[config.mk]
export PLATFORM = sky130hd
export DESIGN_NAME = keypad_ram_loader
export DESIGN_NICKNAME = d
export VERILOG_FILES = /design/src/rtl/keypad_ram_loader_pkg.sv /design/src/rtl/keypad_ram_loader_key_event_detect.sv /design/src/rtl/keypad_ram_loader.sv
export SDC_FILE = /design/constraint.sdc
export NUM_CORES = 1
export LEC_CHECK = 0
export BUFFER_PORTS_ARGS = -buffer_cell sky130_fd_sc_hd__buf_4
export CORE_UTILIZATION = 53
export CTS_BUF_LIST = sky130_fd_sc_hd__clkbuf_4 sky130_fd_sc_hd__clkbuf_8 sky130_fd_sc_hd__clkbuf_16
export CTS_CLUSTER_SIZE = 12
export DETAILED_ROUTE_END_ITERATION = 10
export HOLD_SLACK_MARGIN = 0.08
export PLACE_DENSITY = 0.76
export SETUP_SLACK_MARGIN = 0.02
export SLEW_MARGIN = 20
export SYNTH_ARGS = -nofsm -noshare
export SYNTH_HDL_FRONTEND = slang
export SYNTH_SLANG_ARGS = --single-unit
[constraint.sdc]
create_clock -name init_clock -period 10.2 [get_ports init_clock]
set_input_delay 0.51 -clock init_clock [delete_from_list [all_inputs] [get_ports init_clock]]
set_output_delay 0.51 -clock init_clock [all_outputs]
set_load 0.05 [all_outputs]
[src/rtl/keypad_ram_loader_pkg.sv]
// Shared types and helpers for the keypad-driven program RAM loader.
`ifndef WORDSIZE
`define WORDSIZE 8
`endif

package keypad_ram_loader_pkg;

  // Loader FSM encoding
  typedef enum logic [1:0] {
    S_ENTRY = 2'd0,
    S_WR    = 2'd1,
    S_DONE  = 2'd2
  } state_t;

  localparam int NUM_KEYS = 16;

  // Ceiling log2. The result is at least 1, so a counter built from it is never zero-width.
  function automatic int clog2(input int v);
    int r;
    r = 1;
    while ((1 << r) < v) r++;
    return r;
  endfunction

endpackage

[src/rtl/keypad_ram_loader_key_event_detect.sv]
// Turns debounced keypad levels into single-cycle digit and done events.
// A held key yields one event. Simultaneous rises on several keys are ignored.
module key_event_detect
  import keypad_ram_loader_pkg::*;
(
  input  logic                init_clock,
  input  logic                init_reset,
  input  logic [NUM_KEYS-1:0] keys,
  input  logic                key_done,
  output logic                digit_valid,
  output logic [3:0]          digit,
  output logic                done_pulse
);

  logic [NUM_KEYS-1:0] keys_q;
  logic [NUM_KEYS-1:0] rise;
  logic                done_q;
  logic [4:0]          rise_cnt;

  // Previous levels. Reset to "all pressed" so a key held through reset release is not seen as new.
  always_ff @(posedge init_clock or posedge init_reset) begin
    if (init_reset) begin
      keys_q <= '1;
      done_q <= 1'b1;
    end else begin
      keys_q <= keys;
      done_q <= key_done;
    end
  end

  assign rise = keys & ~keys_q;

  // Popcount of rising keys. The index of the last set bit is used only when exactly one bit is set.
  always_comb begin
    rise_cnt = '0;
    digit    = '0;
    for (int i = 0; i < NUM_KEYS; i++) begin
      if (rise[i]) begin
        rise_cnt = rise_cnt + 5'd1;
        digit    = 4'(i);
      end
    end
  end

  assign digit_valid = (rise_cnt == 5'd1);
  assign done_pulse  = key_done & ~done_q;

endmodule

[src/rtl/keypad_ram_loader.sv]
// Collects hex digits from the keypad into words and writes them to program RAM.
// load_done is sticky. It hands the RAM address and clock over to the CPU.
module keypad_ram_loader
  import keypad_ram_loader_pkg::*;
#(
  parameter  int DATA_W = `WORDSIZE,
  parameter  int ADDR_W = 2,
  parameter  int DEPTH  = 4,
  localparam int NDIG   = DATA_W / 4,
  localparam int CNT_W  = clog2(NDIG + 1)
) (
  input  logic                init_clock,
  input  logic                init_reset,
  input  logic [NUM_KEYS-1:0] keys,
  input  logic                key_done,
  output logic [ADDR_W-1:0]   ram_addr,
  output logic [DATA_W-1:0]   ram_data,
  output logic                ram_we,
  output logic                load_done,
  output logic [DATA_W-1:0]   entry_value,
  output logic [CNT_W-1:0]    digit_cnt
);

  state_t              state, state_nxt;
  logic [DATA_W-1:0]   entry, entry_nxt;
  logic [CNT_W-1:0]    cnt, cnt_nxt;
  logic [ADDR_W-1:0]   addr, addr_nxt;
  logic                done_nxt;
  logic                digit_valid;
  logic [3:0]          digit;
  logic                done_pulse;

  key_event_detect u_evt (
    .init_clock  (init_clock),
    .init_reset  (init_reset),
    .keys        (keys),
    .key_done    (key_done),
    .digit_valid (digit_valid),
    .digit       (digit),
    .done_pulse  (done_pulse)
  );

  // State register
  always_ff @(posedge init_clock or posedge init_reset) begin
    if (init_reset) state <= S_ENTRY;
    else            state <= state_nxt;
  end

  // Next state and datapath updates. The done button wins over a digit arriving in the same cycle.
  always_comb begin
    state_nxt = state;
    entry_nxt = entry;
    cnt_nxt   = cnt;
    addr_nxt  = addr;
    done_nxt  = load_done;
    case (state)
      S_ENTRY: begin
        if (done_pulse) begin
          state_nxt = S_DONE;
          done_nxt  = 1'b1;
        end else if (digit_valid) begin
          entry_nxt = (entry << 4) | DATA_W'(digit);
          cnt_nxt   = cnt + CNT_W'(1);
          if (cnt_nxt == CNT_W'(NDIG)) state_nxt = S_WR;
        end
      end
      S_WR: begin
        entry_nxt = '0;
        cnt_nxt   = '0;
        if (addr == ADDR_W'(DEPTH - 1)) begin
          state_nxt = S_DONE;
          done_nxt  = 1'b1;
        end else begin
          addr_nxt  = addr + ADDR_W'(1);
          state_nxt = S_ENTRY;
        end
      end
      S_DONE: begin
        // Terminal state. Only reset leaves it.
      end
      default: state_nxt = S_ENTRY;
    endcase
  end

  // Datapath registers. ram_we comes from a flop so it is glitch-free and lines up with S_WR.
  always_ff @(posedge init_clock or posedge init_reset) begin
    if (init_reset) begin
      entry     <= '0;
      cnt       <= '0;
      addr      <= '0;
      load_done <= 1'b0;
      ram_we    <= 1'b0;
    end else begin
      entry     <= entry_nxt;
      cnt       <= cnt_nxt;
      addr      <= addr_nxt;
      load_done <= done_nxt;
      ram_we    <= (state_nxt == S_WR);
    end
  end

  assign ram_addr    = addr;
  assign ram_data    = entry;
  assign entry_value = entry;
  assign digit_cnt   = cnt;

endmodule
### After elaboration in Yosys (flattened, before gate mapping)

Cells that the tools add are included.

* flip-flop bits (word level): 33
* bits of input ports: 19
* output and inout port bits: 22
* logic and storage cells: 91

* $add $sub $neg: 17
* eq/ne operators: 10
* mux-type cells: 45
* bitwise logic cells: 6
* reductions and logical operators: 5

Operators by type and width (number)
* two-way mux 5 bit: 15
* adder 5 x 1 -> 5 bit, second input constant: 14
* two-way mux 4 bit: 8
* AND 16 bit: 1
* two-way mux 2 bit: 8
* two-way mux 8 bit: 2
* NOT 16 bit: 1
* case mux 8 bit (2 select lines): 1
* two-way mux 3 bit: 4
* inequality test 2 bit, second input constant: 4
* OR 8 x 4 -> 8 bit: 1
* equality test 2 bit, second input constant: 3
* case mux 2 bit (3 select lines): 1
* AND reduction 3 bit: 2
* equality test 5 x 1 -> 1 bit, second input constant: 1
* adder 2 x 1 -> 2 bit, second input constant: 2
* equality test 2 x 1 -> 1 bit, second input constant: 2
* two-way mux 1 bit: 4
* case mux 2 bit (2 select lines): 1
* adder 1 x 1 -> 2 bit, second input constant: 1
* zero test 2 bit: 1
* NOT 1 bit: 2
* case mux 1 bit (2 select lines): 1
* AND reduction 2 bit: 1
* other kinds (2): 2

### Longest topological paths before layout

Gate-level depths: netlist of the first run.

* depth in word-level cells: 38
* depth in mapped cells: 51
* depth with buffers taken out: 51

### By module

A second synthesis of the first run with hierarchy kept.

* cell total of the unflattened synthesis: 326
* area total of the unflattened synthesis: 2955.3 um^2

Modules (own cells, without submodules)
* key_event_detect: instances 1, cells an instance 264, area each 2178.3 um^2, sequential area each 446.7 um^2
* keypad_ram_loader: instances 1, cells an instance 62, area each 777.0 um^2, sequential area each 400.4 um^2

### Least setup slack after synthesis of the first run

Ideal clock, no wire load.

* path kind: input to register
* start point: input keys[1]
* end point: register cnt[1] (netlist: digit_cnt[1])
* library setup time: 0.095 ns
* arrival time: 9.589 ns
* data required time: 10.105 ns
* slack: 0.515 ns
* cell stages on the path: 48
* path buffers: 0
* cells stage by stage: nor2b_1 -> ha_1 -> xor2_1 -> ha_1 -> nand2_1 -> o21ai_0 -> ha_1 -> mux2i_1 -> inv_1 -> ha_1 -> and3b_1 -> a31oi_1 -> o211ai_1 -> ha_1 -> or3b_2 -> o21a_1 -> ha_1 -> mux2i_1 -> (+12 left out) -> ha_1 -> nor2_1 -> a21o_1 -> o21ba_2 -> ha_1 -> a21oi_1 -> o41ai_1 -> ha_1 -> mux2_2 -> ha_1 -> mux2_2 -> ha_1 -> nand2_1 -> xor2_1 -> xnor2_1 -> o211ai_2 -> or4_1 -> o31ai_1

* cells in the longest elaborated chain, start to end: 33

RTL lines
* start: declaration: RTL line keypad_ram_loader.sv:14 `input logic [NUM_KEYS-1:0] keys,`
* AND 16 bit *: RTL line keypad_ram_loader_key_event_detect.sv:31 `assign rise = keys & ~keys_q;`
* two-way mux 5 bit *: RTL line keypad_ram_loader_key_event_detect.sv:38 `if (rise[i]) begin`
* adder 5 x 1 -> 5 bit: RTL line keypad_ram_loader_key_event_detect.sv:39 `rise_cnt = rise_cnt + 5'd1;`
* two-way mux 5 bit *: RTL line keypad_ram_loader_key_event_detect.sv:38
* adder 5 x 1 -> 5 bit: RTL line keypad_ram_loader_key_event_detect.sv:39
* two-way mux 5 bit *: RTL line keypad_ram_loader_key_event_detect.sv:38
* adder 5 x 1 -> 5 bit: RTL line keypad_ram_loader_key_event_detect.sv:39
* two-way mux 5 bit *: RTL line keypad_ram_loader_key_event_detect.sv:38
* (+17 left out)
* two-way mux 5 bit *: RTL line keypad_ram_loader_key_event_detect.sv:38
* adder 5 x 1 -> 5 bit: RTL line keypad_ram_loader_key_event_detect.sv:39
* two-way mux 5 bit *: RTL line keypad_ram_loader_key_event_detect.sv:38
* adder 5 x 1 -> 5 bit: RTL line keypad_ram_loader_key_event_detect.sv:39
* two-way mux 5 bit *: RTL line keypad_ram_loader_key_event_detect.sv:38
* equality test 5 x 1 -> 1 bit *: RTL line keypad_ram_loader_key_event_detect.sv:45 `assign digit_valid = (rise_cnt == 5'd1);`
* inequality test 2 bit (no source line) *
* AND reduction 3 bit (no source line) *
* end signal: assignment: RTL line keypad_ram_loader.sv:95 `cnt <= cnt_nxt;`
* end: declaration: RTL line keypad_ram_loader.sv:26 `logic [CNT_W-1:0] cnt, cnt_nxt;`

Every way passes the cells marked *; elsewhere a longest branch is shown, timed or not.
A chain may end at the register's enable or synchronous reset.

### Worst setup path after layout of the first run

* start point: register u_evt.keys_q[0]
* end point: register cnt[1] (netlist: digit_cnt[1])

* cells in the longest elaborated chain, start to end: 36

RTL lines
* start: declaration: RTL line keypad_ram_loader_key_event_detect.sv:15 `logic [NUM_KEYS-1:0] keys_q;`
* start signal: assignment: RTL line keypad_ram_loader_key_event_detect.sv:26 `keys_q <= keys;`
* NOT 16 bit *: RTL line keypad_ram_loader_key_event_detect.sv:31
* AND 16 bit *: RTL line keypad_ram_loader_key_event_detect.sv:31
* two-way mux 1 bit *: RTL line keypad_ram_loader_key_event_detect.sv:38
* adder 1 x 1 -> 2 bit: RTL line keypad_ram_loader_key_event_detect.sv:39
* two-way mux 5 bit *: RTL line keypad_ram_loader_key_event_detect.sv:38
* adder 5 x 1 -> 5 bit: RTL line keypad_ram_loader_key_event_detect.sv:39
* two-way mux 5 bit *: RTL line keypad_ram_loader_key_event_detect.sv:38
* adder 5 x 1 -> 5 bit: RTL line keypad_ram_loader_key_event_detect.sv:39
* (+20 left out)
* two-way mux 5 bit *: RTL line keypad_ram_loader_key_event_detect.sv:38
* adder 5 x 1 -> 5 bit: RTL line keypad_ram_loader_key_event_detect.sv:39
* two-way mux 5 bit *: RTL line keypad_ram_loader_key_event_detect.sv:38
* adder 5 x 1 -> 5 bit: RTL line keypad_ram_loader_key_event_detect.sv:39
* two-way mux 5 bit *: RTL line keypad_ram_loader_key_event_detect.sv:38
* equality test 5 x 1 -> 1 bit *: RTL line keypad_ram_loader_key_event_detect.sv:45
* inequality test 2 bit (no source line) *
* AND reduction 3 bit (no source line) *

Marks and branches as above.

==> reports/metrics.csv, run 1 <==
metric,value,unit
CTS tree,done,
register area,847,µm²
grt ovf,0,
dominant synthesized flop cell,dfstp_2,
CP startpoint kind,flip-flop,
CTS hold repair buffers,0,
"CTS clk-pin slew, worst paths",0.07,ns
clk buf depth,2,
RR Startpoint,u_evt.keys_q[0],
Int Power,0.365,mW
synth unique cells,69,
Cells after Synth,327,
Overall Global Routing Usage,21.8,%
sequential share of power,23.6,%
remaining antenna violation count,0,
CP Max Fanout,5,
die height,77.8,µm
switching share of power,40.5,%
Clock Skews,0.00600,ns
Pre-antenna DRT Iters,4,
initial core utilization,55.2,%
pwr/cell area,168,nW/µm²
Psw,0.248,mW
RePlAce Congestion,0.884,
Root Driver,clkbuf_8,
antenna violations before repair,0,
placed cells,430,
Final setup viols,0,
Chip Width,77.8,µm
Core Area,5510,µm²
Post-route DRC,0,
area grow syn2layout,20.2,%
vias in the first global route,2331,
Ys Warns,0,
crit path kind,flip-flop to flip-flop,
register area share after synthesis,27.8,%
I/O pin count,41,
Port Buffers,40,
Filler cells,459,
clock sink total,33,
DR WL/cell,14.0,µm
clock group share of total power,17.4,%
pin count of the biggest net entering global routing,34,
hpwl dp,4.76,mm
DP Area,3400,µm²
Logic pwr share,59.1,%
number of flops mapped to enable cells by yosys,0,
max-cap violations,0,
worst vdd ir,86.0,µV
fin. max-slew vios,0,
"flops & latches, synth",33,
CTS buffer count,5,
leakage power,1.62,nW
# diodes,0,
Die ar.,6050,µm²
Worst path slowest cell,or4_1,
post-route core utilization,66.4,%
CP Capture Type,flip-flop,
syn_area_per_cell,9.30,µm²
CP Data Arrival Time,9.90,ns
Mapped Area,3040,µm²
worst setup margin,0.487,ns
crit path time final,9.71,ns
drt via density,5.39,
H-tree depth,2,
"slowest stage delay, CP",0.54,ns
std cell rows,27,
Final #Nets,409,
Initial DRC Count,84,
CP dominant cell by count,ha_1,
fin crit share,95.2,%
syn nets,363,
layout cells sized above 1,34.2,%
slew margin rel.,41.3,%
global-route wire length before repair,10.5,mm
Critical path origin,u_evt.keys_q[0],
Power Total,0.614,mW
fmax,103,MHz
Worst-Skew Late Latency,0.28,ns
hold_ws,0.317,ns
worst endpoint required time,10.38,ns
Hold Crit Class,input pin to async pin,
post-place setup slack,-0.0127,ns
Fin. Hold Viols,0,
via count,2404,
WL final,6.26,mm
Slew @ Worst Pin,0.878,ns
async set-or-reset flop fraction in the synthesized netlist,100,%
multi-input logic area,2140,µm²
final setup TNS,0,ns
final non-filler cell total,446,
outcome,completed,
post-route cell area,3660,µm²
## cells by family after synthesis
family | count (synthesis) | synth area share, %
AO/OA/AOI/OAI | 54 | 12.5
XOR/XNOR | 42 | 18.2
adder cells (fa/ha/maj) | 17 | 6.99
buffers and inverters | 32 | 5.27
flip-flops | 33 | 27.8
multiplexers | 15 | 5.47
AND/OR/NAND/NOR | 134 | 23.7
## final timing paths
check | slack (ns) | to | depth (start not counted)
worst min register to register | 0.46 | load_done | 1
worst max register to register | 0.49 | digit_cnt[1] | 49
max in group asynchronous | 9.55 | u_evt.keys_q[11] | 3
min in group init_clock | 0.33 | u_evt.keys_q[12] | 1
worst max-delay path | 0.49 | digit_cnt[1] | 49
worst min-delay path | 0.32 | ram_addr[0] | 3
## worst max-delay path: cells and delay by family, from the launching register on
family          cells  cell delay [ns]
compound gates     13             1.70
xor+xnor            3             0.51
fa+ha+maj          14             3.96
buf+inv             3             0.23
flops               1             0.52
mux                 4             0.92
simple gates       12             1.78
## synth_stat cells (11+ instances only)
cell	count	area (µm²)
dfrtp_1	16	400
dfstp_2	17	447
ha_1	17	213
inv_1	12	45.0
mux2i_1	11	110
nand2_1	42	158
nor2_1	19	71.3
nor2b_1	19	119
o21ai_0	13	65.1
xnor2_1	17	149
xor2_1	11	96.3
## repair_timing
item,in CTS,in global routing
endpoints found under the hold margin,0,0
pin swaps,0,14
setup endpoints to repair,1,12
setup buffers,0,7
gates cloned,0,1
gates resized for setup,1,20
## flip-flops by register name (all words and copies together), names as in the netlist
| register | flops |
|---|---|
| digit_cnt | 2 |
| entry_value | 8 |
| load_done | 1 |
| ram_addr | 2 |
| ram_we | 1 |
| state | 2 |
| u_evt.done_q | 1 |
| u_evt.keys_q | 16 |
## cells in the final DEF (no fill, tap or decap), drive strengths merged, types with 6 or more instances in the layout
| master | count |
|---|---|
| buf | 57 |
| nand3 | 8 |
| xor2 | 14 |
| mux2i | 12 |
| dfstp | 17 |
| nand2 | 42 |
| ha | 17 |
| nor3 | 9 |
| nor2 | 21 |
| o21ai | 15 |
| clkbuf | 6 |
| a21oi | 9 |
| dfrtp | 16 |
| nand2b | 9 |
| inv | 13 |
| nor2b | 20 |
| xnor2 | 22 |
## layer usage
metal  share of wire [%]  track usage (%)
met5                   0                0
met1                  47             28.6
met3                 3.3             3.65
met4                0.78             5.47
met2                  49             37.0
## power groups by stage
stage / clock network (mW) / registers (mW) / logic, mW
5_1_grt: 0.114 / 0.145 / 0.400
2_1_floorplan: 0 / 0.157 / 0.247
3_3_place_gp: 0 / 0.146 / 0.316
4_1_cts: 0.109 / 0.145 / 0.327
6_report: 0.107 / 0.145 / 0.362
3_5_place_dp: 0 / 0.147 / 0.322
## cell type report
| cell class | count | area share [%] |
|---|---|---|
| clock buffers | 6 | 2.26 |
| well taps | 72 | 2.46 |
| multi-input cells | 263 | 58.6 |
| flip-flops and latches | 33 | 23.2 |
| clock inverters | 2 | 0.376 |
| repair buffers | 57 | 11.8 |
| inverters | 13 | 1.33 |
Note: power is estimated with default switching activity, not from simulation.
==> run 2, diff against run 1 <==
--- a/config.mk
+++ b/config.mk
@@ -6,12 +6,15 @@
 export NUM_CORES = 1
 export LEC_CHECK = 0
 export BUFFER_PORTS_ARGS = -buffer_cell sky130_fd_sc_hd__buf_4
-export CORE_UTILIZATION = 53
+export CELL_PAD_IN_SITES_DETAIL_PLACEMENT = 0
+export CELL_PAD_IN_SITES_GLOBAL_PLACEMENT = 1
+export CORE_UTILIZATION = 41
 export CTS_BUF_LIST = sky130_fd_sc_hd__clkbuf_4 sky130_fd_sc_hd__clkbuf_8 sky130_fd_sc_hd__clkbuf_16
 export CTS_CLUSTER_SIZE = 12
 export DETAILED_ROUTE_END_ITERATION = 10
 export HOLD_SLACK_MARGIN = 0.08
-export PLACE_DENSITY = 0.76
+export PLACE_DENSITY = 0.77
+export RECOVER_POWER = 25
 export SETUP_SLACK_MARGIN = 0.02
 export SLEW_MARGIN = 20
 export SYNTH_ARGS = -nofsm -noshare
==> run 2 against run 1 <==
Against the previous run:
- the run now ends with max-capacitance violations, max-slew violations left
- via count decreased by 0.29%
- global-route usage decreased by 3.8 points
- highest routed layer unchanged
- register-to-register slack about the same
- sequential cell count unchanged
- combinational power decreased by 4%
- hold slack got worse by 0.0053 ns
- cell count increased by 5.4%
- critical path depth unchanged
- power increased by 5.2%
==> reports/metrics.csv, run 2 (synthesis gave the netlist of run 1 again) <==
metric,value,unit
fmax,103,MHz
Worst-Skew Late Latency,0.28,ns
Final setup viols,0,
CP dominant cell by count,ha_1,
Hold Crit Class,input pin to flip-flop,
layout cells sized above 1,29.4,%
std cell rows,31,
Core Area,7210,µm²
"slowest stage delay, CP",0.51,ns
Initial DRC Count,74,
antenna violations before repair,0,
"CTS clk-pin slew, worst paths",0.08,ns
Overall Global Routing Usage,18.0,%
Worst path slowest cell,dfstp_2,
hold_ws,0.312,ns
hpwl dp,4.95,mm
Clock Skews,0.00644,ns
fin. max-slew vios,34,
global-route wire length before repair,10.8,mm
remaining antenna violation count,0,
slew margin rel.,-22.6,%
Die ar.,7770,µm²
DR WL/cell,13.5,µm
CTS buffer count,5,
crit path time final,9.72,ns
"commonest non-fill, non-tap cell in the layout",nand2_1,
Reg with most FFs,u_evt.keys_q,
RR Endpoint,digit_cnt[1],
Chip Width,88.1,µm
CP startpoint kind,flip-flop,
crit path kind,flip-flop to flip-flop,
Levels on crit path,49,
I/O pin count,41,
r2r setup slk,0.48,ns
Pre-antenna DRT Iters,4,
vias in the first global route,2370,
"commonest cells after routing, fill and taps aside","nand2_1 (42), buf_4 (34), nor2b_1 (19)",
failing checks,"max-capacitance violations, max-slew violations",
pin count of the biggest net entering global routing,34,
drt via density,5.10,
RePlAce Congestion,0.827,
CP Data Arrival Time,9.91,ns
leakage power,1.56,nW
max-cap violations,1,
outcome,"finished, violations left",
pwr/cell area,177,nW/µm²
Root Driver,clkbuf_8,
WL final,6.35,mm
CTS tree,done,
initial core utilization,42.2,%
RR Startpoint,u_evt.keys_q[0],
final setup TNS,0,ns
grt ovf,0,
Power Total,0.646,mW
worst vdd ir,77.0,µV
CP endpoint,digit_cnt[1],
die height,88.1,µm
H-tree depth,2,
Post-route DRC,0,
max reg flops,16,
Final #Nets,406,
Critical path origin,u_evt.keys_q[0],
worst endpoint required time,10.39,ns
Port Buffers,40,
Fin. Hold Viols,0,
clk buf depth,2,
via count,2397,
"delay-heaviest family, CP",adder cells,
fin crit share,95.3,%
r2r worst-path depth,49,
Slew @ Worst Pin,1.84,ns
area grow syn2layout,20.0,%
Hold Path Stages,1,
Buf/Inv on CP,3,
CP Capture Type,flip-flop,
clock sink total,33,
CP Max Fanout,4,
# diodes,0,
run 2: cell types whose count changed in the layout (fill, tap and decap cells not counted), sizes merged:
cell    previous run  this run
buf               57        35
clkinv             2         0
clkbuf             6        24
bufinv             0         2
inv               13        14
run 2: final cells by class:
type | count | area, µm²
Multi-Input combinational cell | 263 | 2130
Inverter | 13 | 48.8
Sequential cell | 33 | 847
Tap cell | 99 | 124
Timing Repair Buffer | 54 | 360
Fill cell | 728 | 3560
Clock buffer | 5 | 68.8
Clock inverter | 3 | 68.8
run 2: through the flow:
step                      worst slack [ns]  area [µm²]  std cells  util, %
after floorplan                      0.515        3040        327        -
after global placement             -0.0491        3410        455     47.3
after detailed placement            -0.121        3410        455     47.3
after CTS                           0.0230        3560        463     49.3
after global routing               -0.0707        3650        470     50.6
final                                0.483        3650        470     50.6
run 2: repair_timing:
action / 4_1_cts / 5_1_grt
setup buffers: 0 / 6
hold buffers: 0 / 0
pin swaps: 1 / 6
cloned: 0 / 1
resized for setup: 1 / 17
endpoints found under the setup margin: 10 / 12
run 2: worst min path at each step:
stage	start	endpoint	slack, ns
2_1_floorplan	state[0]	ram_we	0.46
3_3_place_gp	load_done	load_done	0.45
3_5_place_dp	load_done	load_done	0.45
4_1_cts	init_reset	ram_addr[1]	0.32
5_1_grt	keys[0]	u_evt.keys_q[0]	0.30
6_report	key_done	u_evt.done_q	0.31
run 2: report_power, final:
part / internal [mW] / switching [mW]
combinational: 0.161 / 0.188
sequential: 0.140 / 0.00407
clock: 0.0985 / 0.0542
run 2: routing by layer:
metal  up-vias  share of wire, %  GRT usage [%]
li1       1217                 -              -
met1      1136                47           23.4
met2        42                49           30.9
met3         2               3.5           3.11
met4         0              0.61           4.69
met5         -                 0              0
==> run 3, diff against run 2 <==
--- a/config.mk
+++ b/config.mk
@@ -13,7 +13,7 @@
 export CTS_CLUSTER_SIZE = 12
 export DETAILED_ROUTE_END_ITERATION = 10
 export HOLD_SLACK_MARGIN = 0.08
-export PLACE_DENSITY = 0.77
+export PLACE_DENSITY = 0.75
 export RECOVER_POWER = 25
 export SETUP_SLACK_MARGIN = 0.02
 export SLEW_MARGIN = 20
==> run 3 against run 2 <==
Against the previous run:
- the flow still finishes with violations (max-capacitance violations, max-slew violations)
- die area is the same
- sequential power barely moved
- utilization up 0.26 points
- hold slack lost 0.0031 ns
- power grew 1.9%
- combinational power grew 3%
- fmax rose by 0.19%
- register-to-register slack better by 0.02 ns
- sequential share of layout area shrank 0.12 points
- critical path depth did not move
- first-iteration DRC count grew 19%
- clock power hardly changed
- highest routed layer unchanged
==> reports/metrics.csv, run 3 (synthesis gave the netlist of run 1 again) <==
metric,value,unit
outcome,"finished, violations left",
failing checks,"max-capacitance violations, max-slew violations",
global-route wire length before repair,10.7,mm
worst setup margin,0.501,ns
I/O pin count,41,
initial core utilization,42.2,%
RePlAce Congestion,0.807,
"slowest stage delay, CP",0.55,ns
CP Data Arrival Time,9.90,ns
max reg flops,16,
Worst path slowest cell,or4_1,
Buf/Inv on CP,3,
crit path kind,flip-flop to flip-flop,
Chip Width,88.1,µm
Initial DRC Count,88,
layout cells sized above 1,30.9,%
Fin. Hold Viols,0,
# diodes,0,
Core Area,7210,µm²
clk buf depth,2,
Worst-Skew Late Latency,0.29,ns
H-tree depth,2,
grt ovf,0,
clock sink total,33,
CP Capture Type,flip-flop,
area grow syn2layout,20.6,%
slew margin rel.,-20.6,%
"commonest cells after routing, fill and taps aside","nand2_1 (40), buf_4 (36), nor2b_1 (18)",
"CTS clk-pin slew, worst paths",0.08,ns
fin. max-slew vios,34,
Reg with most FFs,u_evt.keys_q,
CP dominant cell by count,ha_1,
fin crit share,95.1,%
final non-filler cell total,471,
CTS buffer count,5,
CTS hold repair buffers,0,
pin count of the biggest net entering global routing,34,
placed cells,458,
die height,88.1,µm
Pre-antenna DRT Iters,4,
pwr/cell area,179,nW/µm²
worst vdd ir,87.7,µV
worst endpoint required time,10.40,ns
antenna violations before repair,0,
DR WL/cell,13.9,µm
CP Max Fanout,5,
Final #Nets,407,
"commonest non-fill, non-tap cell in the layout",nand2_1,
r2r setup slk,0.50,ns
Die ar.,7770,µm²
Overall Global Routing Usage,17.7,%
max-cap violations,1,
fmax,103,MHz
Slew @ Worst Pin,1.81,ns
WL final,6.53,mm
std cell rows,31,
"delay-heaviest family, CP",adder cells,
Root Driver,clkbuf_8,
crit path time final,9.70,ns
post-route core utilization,50.9,%
CTS tree,done,
Port Buffers,40,
via count,2418,
remaining antenna violation count,0,
Final setup viols,0,
Post-route DRC,0,
hpwl dp,4.89,mm
drt via density,5.13,
Hold Crit Class,input pin to flip-flop,
CP startpoint kind,flip-flop,
vias in the first global route,2375,
post-place setup slack,0.0298,ns
leakage power,1.57,nW
Clock Skews,0.00712,ns
==> run 3: cell types whose count changed in the layout (fill, tap and decap cells not counted) <==
| cell | before | now |
|---|---|---|
| clkbuf_1 | 13 | 12 |
| nand2_2 | 0 | 2 |
| clkbuf_4 | 6 | 7 |
| nand2_1 | 42 | 40 |
| nor2b_2 | 0 | 1 |
| nor2b_1 | 19 | 18 |
| o21ai_2 | 1 | 2 |
| o21ai_1 | 3 | 2 |
| buf_4 | 34 | 36 |
| buf_6 | 1 | 0 |
==> run 3: final timing paths <==
kind                                    to  cells after the start             from
min reg2reg                      load_done                      1        load_done
max reg2reg                   digit_cnt[1]                     49  u_evt.keys_q[0]
min in group asynchronous         state[0]                      3       init_reset
min                        u_evt.keys_q[0]                      1          keys[0]
max in group asynchronous   entry_value[3]                      3       init_reset
max                           digit_cnt[1]                     49  u_evt.keys_q[0]
==> run 3: worst reg2reg max path: cells and delay by family, from the launching register on <==
family,cells,cell delay [ns]
compound gates,13,1.76
xor+xnor,3,0.54
fa+ha+maj,14,3.91
buf+inv,3,0.24
flops,1,0.51
mux,4,0.92
simple gates,12,1.73
==> run 3: per-stage QoR <==
| stage | total power, mW | setup TNS, ns | hold WS (ns) | instance area (µm²) |
|---|---|---|---|---|
| after floorplan | 0.405 | 0 | 0.465 | 3040 |
| after global placement | 0.469 | 0 | 0.444 | 3440 |
| after detailed placement | 0.471 | 0 | 0.454 | 3440 |
| after CTS | 0.633 | 0 | 0.321 | 3570 |
| after global routing | 0.702 | -0.143 | 0.307 | 3670 |
| final | 0.658 | 0 | 0.309 | 3670 |
==> run 3: what timing repair did <==
item / in CTS / in global routing
setup buffers: 0 / 4
setup endpoints to repair: 0 / 12
hold endpoints to repair: 0 / 0
gates resized for setup: 0 / 21
==> run 3: area by class of cell <==
class | instances | area (µm²)
repair buffers | 55 | 368
well taps | 99 | 124
fillers | 728 | 3540
clock inverters | 3 | 68.8
flip-flops and latches | 33 | 847
inverters | 13 | 48.8
multi-input cells | 263 | 2140
clock buffers | 5 | 68.8
==> run 3: layer usage <==
metal	part of all wire (%)	routed length, µm	up-vias	track usage (%)
li1	-	-	1214	-
met5	0	0	-	0
met3	2.9	189	2	2.83
met1	48	3100	1162	23.2
met4	0.52	34	0	3.96
met2	49	3200	40	30.9
==> run 3: report_power, final <==
part	switching (mW)	leakage, nW	internal, mW
logic	0.192	1.16	0.166
clock network	0.0573	0.0687	0.0985
registers	0.00420	0.348	0.140
